## src/rtl/mux_bin_pipe_pkg.sv

```systemverilog
// Shared helpers for mux_bin_pipe: tree geometry (levels, padded size) and latency.
package mux_bin_pipe_pkg;

    function automatic int ipow(input int base, input int exp);
        int p = 1;
        for (int k = 0; k < exp; k++) p = p * base;
        return p;
    endfunction

    // Number of SPLIT-ary levels needed to consume every select bit.
    function automatic int calc_levels(input int width, input int split);
        int wl;
        int sl;
        wl = $clog2(width);
        sl = $clog2(split);
        return (wl + sl - 1) / sl;
    endfunction

    function automatic int calc_power(input int width, input int split);
        return ipow(split, calc_levels(width, split));
    endfunction

    // Register-stage count of a REGS mask, i.e. the pipeline latency.
    function automatic int popcount(input logic [31:0] mask);
        int n = 0;
        for (int k = 0; k < 32; k++) n = n + int'(mask[k]);
        return n;
    endfunction

endpackage

```

## src/rtl/mux_bin_pipe_stage.sv

```systemverilog
// One SPLIT-ary level of the select tree, optionally followed by a
// valid/ready register stage carrying data, remaining select bits and err.
module mux_bin_pipe_stage #(
    parameter type DAT_T     = logic [7:0],
    parameter int  N_IN      = 2,
    parameter int  SPLIT     = 2,
    parameter int  SEL_W     = 1,
    parameter bit  REG       = 1'b1,
    localparam int N_OUT     = N_IN / SPLIT,
    localparam int SPLIT_LOG = $clog2(SPLIT)
) (
    input  logic             clk,
    input  logic             rst,
    input  logic             in_vld,
    output logic             in_rdy,
    input  DAT_T             in_ary [N_IN],
    input  logic [SEL_W-1:0] in_sel,
    input  logic             in_err,
    output logic             out_vld,
    input  logic             out_rdy,
    output DAT_T             out_ary [N_OUT],
    output logic [SEL_W-1:0] out_sel,
    output logic             out_err
);

    DAT_T                 mux_ary [N_OUT];
    logic [SEL_W-1:0]     mux_sel;
    logic [SPLIT_LOG-1:0] digit;

    assign digit   = in_sel[SPLIT_LOG-1:0];
    assign mux_sel = in_sel >> SPLIT_LOG;

    // NOTE: every element is assigned on every pass, so this stays purely combinational.
    always_comb begin
        for (int j = 0; j < N_OUT; j++) begin
            mux_ary[j] = in_ary[j * SPLIT + int'(digit)];
        end
    end

    if (REG) begin : g_reg
        logic             vld_q;
        DAT_T             ary_q [N_OUT];
        logic [SEL_W-1:0] sel_q;
        logic             err_q;

        assign in_rdy = !vld_q || out_rdy;

        // NOTE: the data registers are reset as well, because a registered last
        // level must present o_dat=0 and o_err=0 straight out of reset.
        always_ff @(posedge clk) begin
            if (rst) begin
                vld_q <= 1'b0;
                sel_q <= '0;
                err_q <= 1'b0;
                for (int j = 0; j < N_OUT; j++) ary_q[j] <= '0;
            end else if (in_rdy) begin
                vld_q <= in_vld;
                // Bubbles only clear the valid bit; the payload keeps its last value.
                if (in_vld) begin
                    sel_q <= mux_sel;
                    err_q <= in_err;
                    for (int j = 0; j < N_OUT; j++) ary_q[j] <= mux_ary[j];
                end
            end
        end

        assign out_vld = vld_q;
        assign out_ary = ary_q;
        assign out_sel = sel_q;
        assign out_err = err_q;
    end else begin : g_comb
        assign in_rdy  = out_rdy;
        assign out_vld = in_vld;
        assign out_ary = mux_ary;
        assign out_sel = mux_sel;
        assign out_err = in_err;
    end

endmodule

```

## src/rtl/mux_bin_pipe.sv

```systemverilog
// Pipelined valid/ready binary-select mux tree with out-of-range detection.
// Define MUX_BIN_PIPE_SKID_EN to add a 2-entry output skid buffer.
module mux_bin_pipe
    import mux_bin_pipe_pkg::*;
#(
    parameter type DAT_T = logic [8-1:0],
    parameter int  WIDTH = 32,
    parameter int  SPLIT = 2,
    localparam int WIDTH_LOG = $clog2(WIDTH),
    localparam int SPLIT_LOG = $clog2(SPLIT),
    localparam int LEVELS    = calc_levels(WIDTH, SPLIT),
    localparam int POWER     = calc_power(WIDTH, SPLIT),
    parameter logic [LEVELS-1:0] REGS = '1
) (
    input  logic                 clk,
    input  logic                 rst,
    input  logic                 i_vld,
    output logic                 i_rdy,
    input  logic [WIDTH_LOG-1:0] i_bin,
    input  DAT_T                 i_ary [WIDTH],
    output logic                 o_vld,
    input  logic                 o_rdy,
    output DAT_T                 o_dat,
    output logic                 o_err
);

    localparam int SEL_W = LEVELS * SPLIT_LOG;

    DAT_T                         pad_ary [POWER];
    logic [LEVELS:0]              vld_b;
    logic [LEVELS:0]              rdy_b;
    logic [LEVELS:0]              err_b;
    logic [LEVELS:0][SEL_W-1:0]   sel_b;
    logic                         last_rdy;
    DAT_T                         last_dat;

    // Selects in [WIDTH, POWER) land on these zero entries, so o_dat is 0 for them.
    for (genvar i = 0; i < POWER; i++) begin : g_pad
        if (i < WIDTH) begin : g_dat
            assign pad_ary[i] = i_ary[i];
        end else begin : g_zero
            assign pad_ary[i] = '0;
        end
    end

    assign vld_b[0] = i_vld;
    assign i_rdy    = rdy_b[0];
    assign sel_b[0] = SEL_W'(i_bin);
    assign err_b[0] = {1'b0, i_bin} >= (WIDTH_LOG + 1)'(WIDTH);
    assign rdy_b[LEVELS] = last_rdy;

    for (genvar k = 0; k < LEVELS; k++) begin : g_lvl
        localparam int N_IN  = POWER / ipow(SPLIT, k);
        localparam int N_OUT = N_IN / SPLIT;

        DAT_T ary_in  [N_IN];
        DAT_T ary_out [N_OUT];

        if (k == 0) begin : g_head
            assign ary_in = pad_ary;
        end else begin : g_link
            assign ary_in = g_lvl[k-1].ary_out;
        end

        mux_bin_pipe_stage #(
            .DAT_T (DAT_T),
            .N_IN  (N_IN),
            .SPLIT (SPLIT),
            .SEL_W (SEL_W),
            .REG   (REGS[k])
        ) u_stage (
            .clk     (clk),
            .rst     (rst),
            .in_vld  (vld_b[k]),
            .in_rdy  (rdy_b[k]),
            .in_ary  (ary_in),
            .in_sel  (sel_b[k]),
            .in_err  (err_b[k]),
            .out_vld (vld_b[k+1]),
            .out_rdy (rdy_b[k+1]),
            .out_ary (ary_out),
            .out_sel (sel_b[k+1]),
            .out_err (err_b[k+1])
        );
    end

    assign last_dat = g_lvl[LEVELS-1].ary_out[0];

`ifdef MUX_BIN_PIPE_SKID_EN
    typedef struct packed {
        DAT_T dat;
        logic err;
    } skid_t;

    skid_t      skid_q [2];
    logic [1:0] skid_cnt_q;
    skid_t      in_pl;
    skid_t      out_pl;
    logic       push;
    logic       pop;

    // Ready toward the tree depends only on the fill count, never on o_rdy.
    assign last_rdy = (skid_cnt_q != 2'd2);
    assign in_pl    = '{dat: last_dat, err: err_b[LEVELS]};
    // An empty buffer is bypassed, so latency is unchanged while o_rdy stays high.
    assign out_pl   = (skid_cnt_q == 2'd0) ? in_pl : skid_q[0];
    assign o_vld    = vld_b[LEVELS] || (skid_cnt_q != 2'd0);
    assign o_dat    = out_pl.dat;
    assign o_err    = out_pl.err;
    assign pop      = o_rdy && (skid_cnt_q != 2'd0);
    assign push     = vld_b[LEVELS] && last_rdy && !(o_rdy && skid_cnt_q == 2'd0);

    always_ff @(posedge clk) begin
        if (rst) begin
            skid_cnt_q <= 2'd0;
            skid_q[0]  <= '0;
            skid_q[1]  <= '0;
        end else begin
            case ({push, pop})
                2'b10: begin
                    skid_q[skid_cnt_q[0]] <= in_pl;
                    skid_cnt_q            <= skid_cnt_q + 2'd1;
                end
                2'b01: begin
                    skid_q[0]  <= skid_q[1];
                    skid_cnt_q <= skid_cnt_q - 2'd1;
                end
                2'b11: begin
                    // Only reachable with one entry held: replace the head in place.
                    skid_q[0] <= in_pl;
                end
                default: ;
            endcase
        end
    end
`else
    assign last_rdy = o_rdy;
    assign o_vld    = vld_b[LEVELS];
    assign o_dat    = last_dat;
    assign o_err    = err_b[LEVELS];
`endif

endmodule
```

## config.mk

```make
export PLATFORM = sky130hd
export DESIGN_NAME = mux_bin_pipe
export DESIGN_NICKNAME = d
export VERILOG_FILES = /design/src/rtl/mux_bin_pipe_pkg.sv /design/src/rtl/mux_bin_pipe_stage.sv /design/src/rtl/mux_bin_pipe.sv
export SDC_FILE = /design/constraint.sdc
export NUM_CORES = 1
export LEC_CHECK = 0
export CELL_PAD_IN_SITES_DETAIL_PLACEMENT = 1
export CELL_PAD_IN_SITES_GLOBAL_PLACEMENT = 1
export CORE_MARGIN = 4
export CORE_UTILIZATION = 40
export CTS_BUF_LIST = sky130_fd_sc_hd__clkbuf_8
export DETAILED_ROUTE_END_ITERATION = 10
export HOLD_SLACK_MARGIN = 0.06
export MAX_ROUTING_LAYER = met4
export PLACE_DENSITY_LB_ADDON = 0.1
export RECOVER_POWER = 100
export SLEW_MARGIN = 20
export SYNTH_ARGS = -nofsm -noshare
export SYNTH_HDL_FRONTEND = slang
export SYNTH_HIERARCHICAL = 1
export SYNTH_SLANG_ARGS = --single-unit
export TNS_END_PERCENT = 10
```

## constraint.sdc

```tcl
create_clock -name clk -period 4.5 [get_ports clk]
set_input_delay 0.675 -clock clk [delete_from_list [all_inputs] [get_ports clk]]
set_output_delay 0.675 -clock clk [all_outputs]
set_load 0.05 [all_outputs]
```

==> flow_metrics.env, run 1 <==
export IMPL_status="complete, but fails checks"
export IMPL_failed_checks="max-capacitance violations, max-slew violations"
export IMPL_syn_area_um2=11620
export IMPL_grt_usage_pct=18.90
export IMPL_whs_endpoint="g_lvl[0].u_stage/out_ary[55]"
export IMPL_reg2reg_setup_slack_ns=0.86
export IMPL_die_w_um=178.4
export IMPL_powerDensity_nw_per_um2=349.5
export IMPL_cts_clk_slew_worst_paths_ns=0.06
export IMPL_wl_mm=30.46
export IMPL_vias=8490
export IMPL_cts_tree="yes"
export IMPL_max_cap_viol_count=3
export IMPL_grt_max_degree=74
export IMPL_p_sw_share_pct=23.95
export IMPL_synthCells=957
export IMPL_cts_resized_gates=0
export IMPL_mostFrequentLayoutCell="dfxtp_1"
export IMPL_drive_above_1_share_pct=9.601
export IMPL_leakagePower_nw=5.408
export IMPL_seq_area_um2=5371
export IMPL_synth_avg_cell_area_um2=12.14
export IMPL_p_comb_share_pct=11.7
export IMPL_cts_made_buffers=46
export IMPL_setup_viol=0
export IMPL_layout_nets=1464
export IMPL_place_hpwl_mm=21.03
export IMPL_routabilityCongestion=0.7129
export IMPL_crit_fanout=23
export IMPL_synth_warnings=6
export IMPL_irDropWorstVdd_uv=160.8
export IMPL_skew_ns=0.01704
export IMPL_regToRegStartpoint="g_lvl[3].u_stage/out_vld"
export IMPL_numPortBuffers=275
export IMPL_cts_max_level=2
export IMPL_io_pins=276
export IMPL_cts_hold_buf=0
export IMPL_drc=0
export IMPL_p_int_w=0.003988
export IMPL_wire_per_inst_um=18.88
export IMPL_worstPathRequired_ns=3.83
export IMPL_min_delay_start="g_lvl[0].u_stage/out_ary[55]"
export IMPL_firstDrtPassIters=4
export IMPL_max_freq_mhz=248.2
export IMPL_crit_type="in2out"
export IMPL_worst_slew_pin_slew_ns=2.889
export IMPL_grt_overflow_total=0
export IMPL_period_needed_ns=4.029
export IMPL_hold_ws_ns=0.4587
export IMPL_p_switching_w=0.001256
export IMPL_fill_cells=3032
export IMPL_cp_arrival_ns=3.35
export IMPL_postRouteAntennaNets=0
export IMPL_seqPwrFrac_pct=48.8
export IMPL_clock_power_share_pct=39.5
export IMPL_relSlewSlack_pct=-92.61
export IMPL_postCtsSetupBuffers=0
export IMPL_initial_core_util_pct=40.48
export IMPL_setup_tns_final_ns=0
export IMPL_diodes=0
export IMPL_grt_pass1_vias=8757
export IMPL_clock_latency_ns=0.54
export IMPL_core_area_um2=28700
export IMPL_drtIter0Drc=390
export IMPL_hp_class="reg2reg"
export IMPL_die_area_um2=31840
export IMPL_grt_pass1_wl_mm=47.53
export IMPL_start_kind="input pin"
export IMPL_cts_buffer_depth=3
export IMPL_synth_fp_nets=1222
export IMPL_die_h_um=178.4
export IMPL_root_buffer="clkbuf_8"
export IMPL_cp_end_kind="output pin"
export IMPL_viasPerCell=5.263
export IMPL_ff2ff_path_depth=7
export IMPL_mostFrequentLayoutCells="265 x dfxtp_1, 261 x clkdlybuf4s50_1, 248 x mux2i_1"
export IMPL_area_delta_synth_final_pct=29.13
export IMPL_hold_viol_final=0
export IMPL_p_total_w=0.005244
export IMPL_slew_violations=108
export IMPL_multiInputGateArea_um2=5319
export IMPL_fp_row_count=62
export IMPL_rsz0062_at_grt="false"
export IMPL_fin_crit_sh_pct=89.54
export IMPL_reg2reg_to="g_lvl[0].u_stage/out_ary[119]"
export IMPL_cts_sinks=268
export IMPL_antenna_found_initial=0
export IMPL_holdPathStages=1
## per-layer routing
| metal | vias up | routed length (um) | track usage [%] |
|---|---|---|---|
| met1 | 4053 | 14440 | 25.82 |
| met5 | - | 0 | - |
| met2 | 242 | 13740 | 29.09 |
| met4 | 0 | 422 | 4.317 |
| met3 | 35 | 1862 | 3.794 |
| li1 | 4160 | - | - |
## state kept, by name, indices dropped and copies added (netlist names)
register,count
g_lvl.u_stage/out_ary,248
g_lvl.u_stage/out_sel,10
g_lvl.u_stage/out_err,5
g_lvl.u_stage/out_vld,5
## power groups by stage
stage	Sequential (W)	Combinational [W]	Clock, W
final	0.00256	0.000613	0.00207
after global routing	0.00257	0.000663	0.00226
after CTS	0.00256	0.000630	0.00215
after detailed placement	0.00261	0.000628	0
after global placement	0.00261	0.000619	0
after floorplan	0.00258	0.000343	0
## metrics by stage
stage | util (%) | area (um2) | worst slack, ns | cells
after global routing | 52.28 | 15000 | 0.3335 | 1613
final | 52.28 | 15000 | 0.4708 | 1613
after floorplan | - | 11620 | 1.427 | 957
after global placement | 49.58 | 14230 | 0.5946 | 1535
after CTS | 52.62 | 15100 | 0.5607 | 1613
after detailed placement | 49.58 | 14230 | 0.5681 | 1535
## critical path, cell delays in order
cell           delay [ns]
dlygate4sd3_1        0.53
nand2b_4             0.20
nand2b_4             0.30
nand2b_4             0.25
nand2b_4             0.23
nand2b_4             0.25
dlygate4sd3_1        0.90
## worst max-delay path by stage
stage	from	to	slack [ns]	cells past startpoint
3_5_place_dp	o_rdy	i_rdy	0.57	7
4_1_cts	o_rdy	i_rdy	0.56	7
6_report	o_rdy	i_rdy	0.47	7
3_3_place_gp	o_rdy	i_rdy	0.59	7
2_1_floorplan	o_rdy	i_rdy	1.43	11
5_1_grt	o_rdy	g_lvl[2].u_stage/out_ary[14]	0.33	6
## layout make-up
cell class              instances  share of cell area (%)
flip-flops and latches        268                   35.80
multi-input cells             584                   35.45
repair buffers                294                   19.60
clock buffers                  58                   5.320
well taps                     384                   3.202
clock inverters                20                  0.5087
inverters                       5                  0.1251
Note: power is estimated with default switching activity, not from simulation.
==> run 2, diff against run 1 <==
CORE_ASPECT_RATIO = 0.75   (was not set)
CTS_CLUSTER_SIZE = 24   (was not set)
==> run 2 against run 1 <==
Design area fell by 0.45%. Clock skew fell by 0.0068 ns. Critical endpoint unchanged. Power fell by 0.56%. Combinational power rose by 0.7%. Global-route usage rose by 0.17 points. Largest power group unchanged. Critical path type unchanged. Sequential cell count did not move. Critical path depth did not move. The run still ends with max-capacitance violations, max-slew violations left. Non-clock buffer count fell by 3. Sequential share of layout area rose by 0.18 points.
==> flow_metrics.env, run 2 (synthesized netlist as in run 1, its figures left out) <==
export IMPL_layout_nets=1458
export IMPL_met2_usage_pct=27.83
export IMPL_die_h_um=155.6
export IMPL_regToRegStartpoint="g_lvl[3].u_stage/out_vld"
export IMPL_fin_crit_sh_pct=89.89
export IMPL_cts_resized_gates=0
export IMPL_rsz0062_at_grt="false"
export IMPL_setup_viol=0
export IMPL_grt_usage_pct=19.08
export IMPL_reg2reg_to="g_lvl[0].u_stage/out_ary[4]"
export IMPL_final_core_util_pct=52.75
export IMPL_die_area_um2=31870
export IMPL_slew_violations=33
export IMPL_die_w_um=204.8
export IMPL_worstPathRequired_ns=3.83
export IMPL_place_hpwl_mm=21.27
export IMPL_postRouteAntennaNets=0
export IMPL_drtIter0Drc=355
export IMPL_cts_buffer_depth=3
export IMPL_crit_type="in2out"
export IMPL_hold_ws_ns=0.4601
export IMPL_numPortBuffers=275
export IMPL_cts_max_level=2
export IMPL_cp_end_kind="output pin"
export IMPL_ff2ff_path_depth=7
export IMPL_wl_mm=30.61
export IMPL_whs_endpoint="g_lvl[0].u_stage/out_ary[106]"
export IMPL_root_buffer="clkbuf_8"
export IMPL_failed_checks="max-capacitance violations, max-slew violations"
export IMPL_crit_buf_inv=2
export IMPL_routabilityCongestion=0.7222
export IMPL_antenna_found_initial=0
export IMPL_multiInputGateArea_um2=5283
export IMPL_cts_sinks=268
export IMPL_start_kind="input pin"
export IMPL_cts_tree="yes"
export IMPL_drc=0
export IMPL_cp_top_family="buffers and inverters"
export IMPL_mostFrequentLayoutCells="265 x dfxtp_1, 261 x clkdlybuf4s50_1, 248 x mux2i_1"
export IMPL_max_freq_mhz=247.2
export IMPL_path_common_cell="nand2b_4"
export IMPL_cts_made_buffers=43
export IMPL_cts_hold_buf=0
export IMPL_status="complete, but fails checks"
export IMPL_top_usage_layer="met2"
export IMPL_holdPathStages=1
export IMPL_cts_clk_slew_worst_paths_ns=0.06
export IMPL_reg2reg_setup_slack_ns=0.94
export IMPL_worst_path_max_delay_cell="dlygate4sd3_1"
export IMPL_area_delta_synth_final_pct=28.55
export IMPL_grt_max_degree=73
export IMPL_mostFrequentLayoutCell="dfxtp_1"
export IMPL_leakagePower_nw=5.366
export IMPL_skew_ns=0.01021
export IMPL_fp_row_count=53
export IMPL_relSlewSlack_pct=-20.07
export IMPL_crit_fanout=23
export IMPL_grt_util_met3_pct=3.491
export IMPL_viasPerCell=5.214
export IMPL_firstDrtPassIters=4
export IMPL_layoutNonFillerInstCount=1606
export IMPL_hp_class="reg2reg"
export IMPL_slowest_delay_ns=0.90
export IMPL_grt_pass1_wl_mm=47.89
export IMPL_largest_reg_flops=248
export IMPL_fill_cells=3002
export IMPL_setup_tns_final_ns=0
export IMPL_core_area_um2=28320
export IMPL_postCtsSetupBuffers=0
export IMPL_seq_area_um2=5374
export IMPL_drive_above_1_share_pct=8.927
export IMPL_use_met1_pct=27.75
export IMPL_powerDensity_nw_per_um2=349.1
export IMPL_hold_viol_final=0
export IMPL_io_pins=276
export IMPL_vias=8373
export IMPL_diodes=0
export IMPL_grt_pass1_vias=8581
export IMPL_irDropWorstVdd_uv=157.5
export IMPL_initial_core_util_pct=41.04
export IMPL_min_delay_start="g_lvl[0].u_stage/out_ary[106]"
export IMPL_place_inst=1533
export IMPL_cp_arrival_ns=3.37
export IMPL_period_needed_ns=4.045
export IMPL_clock_latency_ns=0.53
export IMPL_path_cells="dlygate4sd3_1 -> nand2b_4 -> nand2b_4 -> nand2b_4 -> nand2b_4 -> nand2b_4 -> dlygate4sd3_1"
export IMPL_wire_per_inst_um=19.06
export IMPL_grt_overflow_total=0
export IMPL_worst_slew_pin_slew_ns=1.801
export IMPL_max_cap_viol_count=1
[run 2: where the power goes]
part           switching (W)  total [W]  leakage, nW  internal (W)
combinational       0.000257   0.000617         2.69      0.000361
clock               0.000933    0.00205        0.488       0.00111
sequential         0.0000711    0.00255         2.19       0.00248
total                0.00126    0.00521         5.37       0.00395
[run 2: routing by layer]
metal	vias up	share of wire, %
li1	4137	-
met1	3979	50
met4	0	1.4
met2	213	43
met3	44	5.2
met5	-	0
[run 2: worst max path at each step]
stage          start    end  depth (start not counted)
2_1_floorplan  o_rdy  i_rdy                         11
3_3_place_gp   o_rdy  i_rdy                          7
3_5_place_dp   o_rdy  i_rdy                          7
4_1_cts        o_rdy  i_rdy                          7
5_1_grt        o_rdy  i_rdy                          7
6_report       o_rdy  i_rdy                          7
[run 2: worst register-to-register path: cells and delay by family (launching register included)]
family / cells / cell delay, ns
buffers and inverters: 1 / 0.55
AND/OR/NAND/NOR: 4 / 1.00
flip-flops: 1 / 0.61
AO/OA/AOI/OAI: 2 / 1.31
[run 2: layout make-up]
cell class	instances	share of cell area [%]
sequential	268	35.98
inverter	5	0.1256
multi-input combinational	584	35.37
timing repair buffer	291	19.70
clock buffer	53	4.884
clock inverter	20	0.7204
tap	385	3.225
[run 2: through the flow]
step                power, W  setup WS, ns  instance area (um2)
floorplan           0.002923         1.427                11620
global placement    0.003227        0.5480                14230
detailed placement  0.003239        0.5249                14230
CTS                 0.005298        0.5066                15070
global route        0.005458        0.3080                14940
finish              0.005214        0.4552                14940
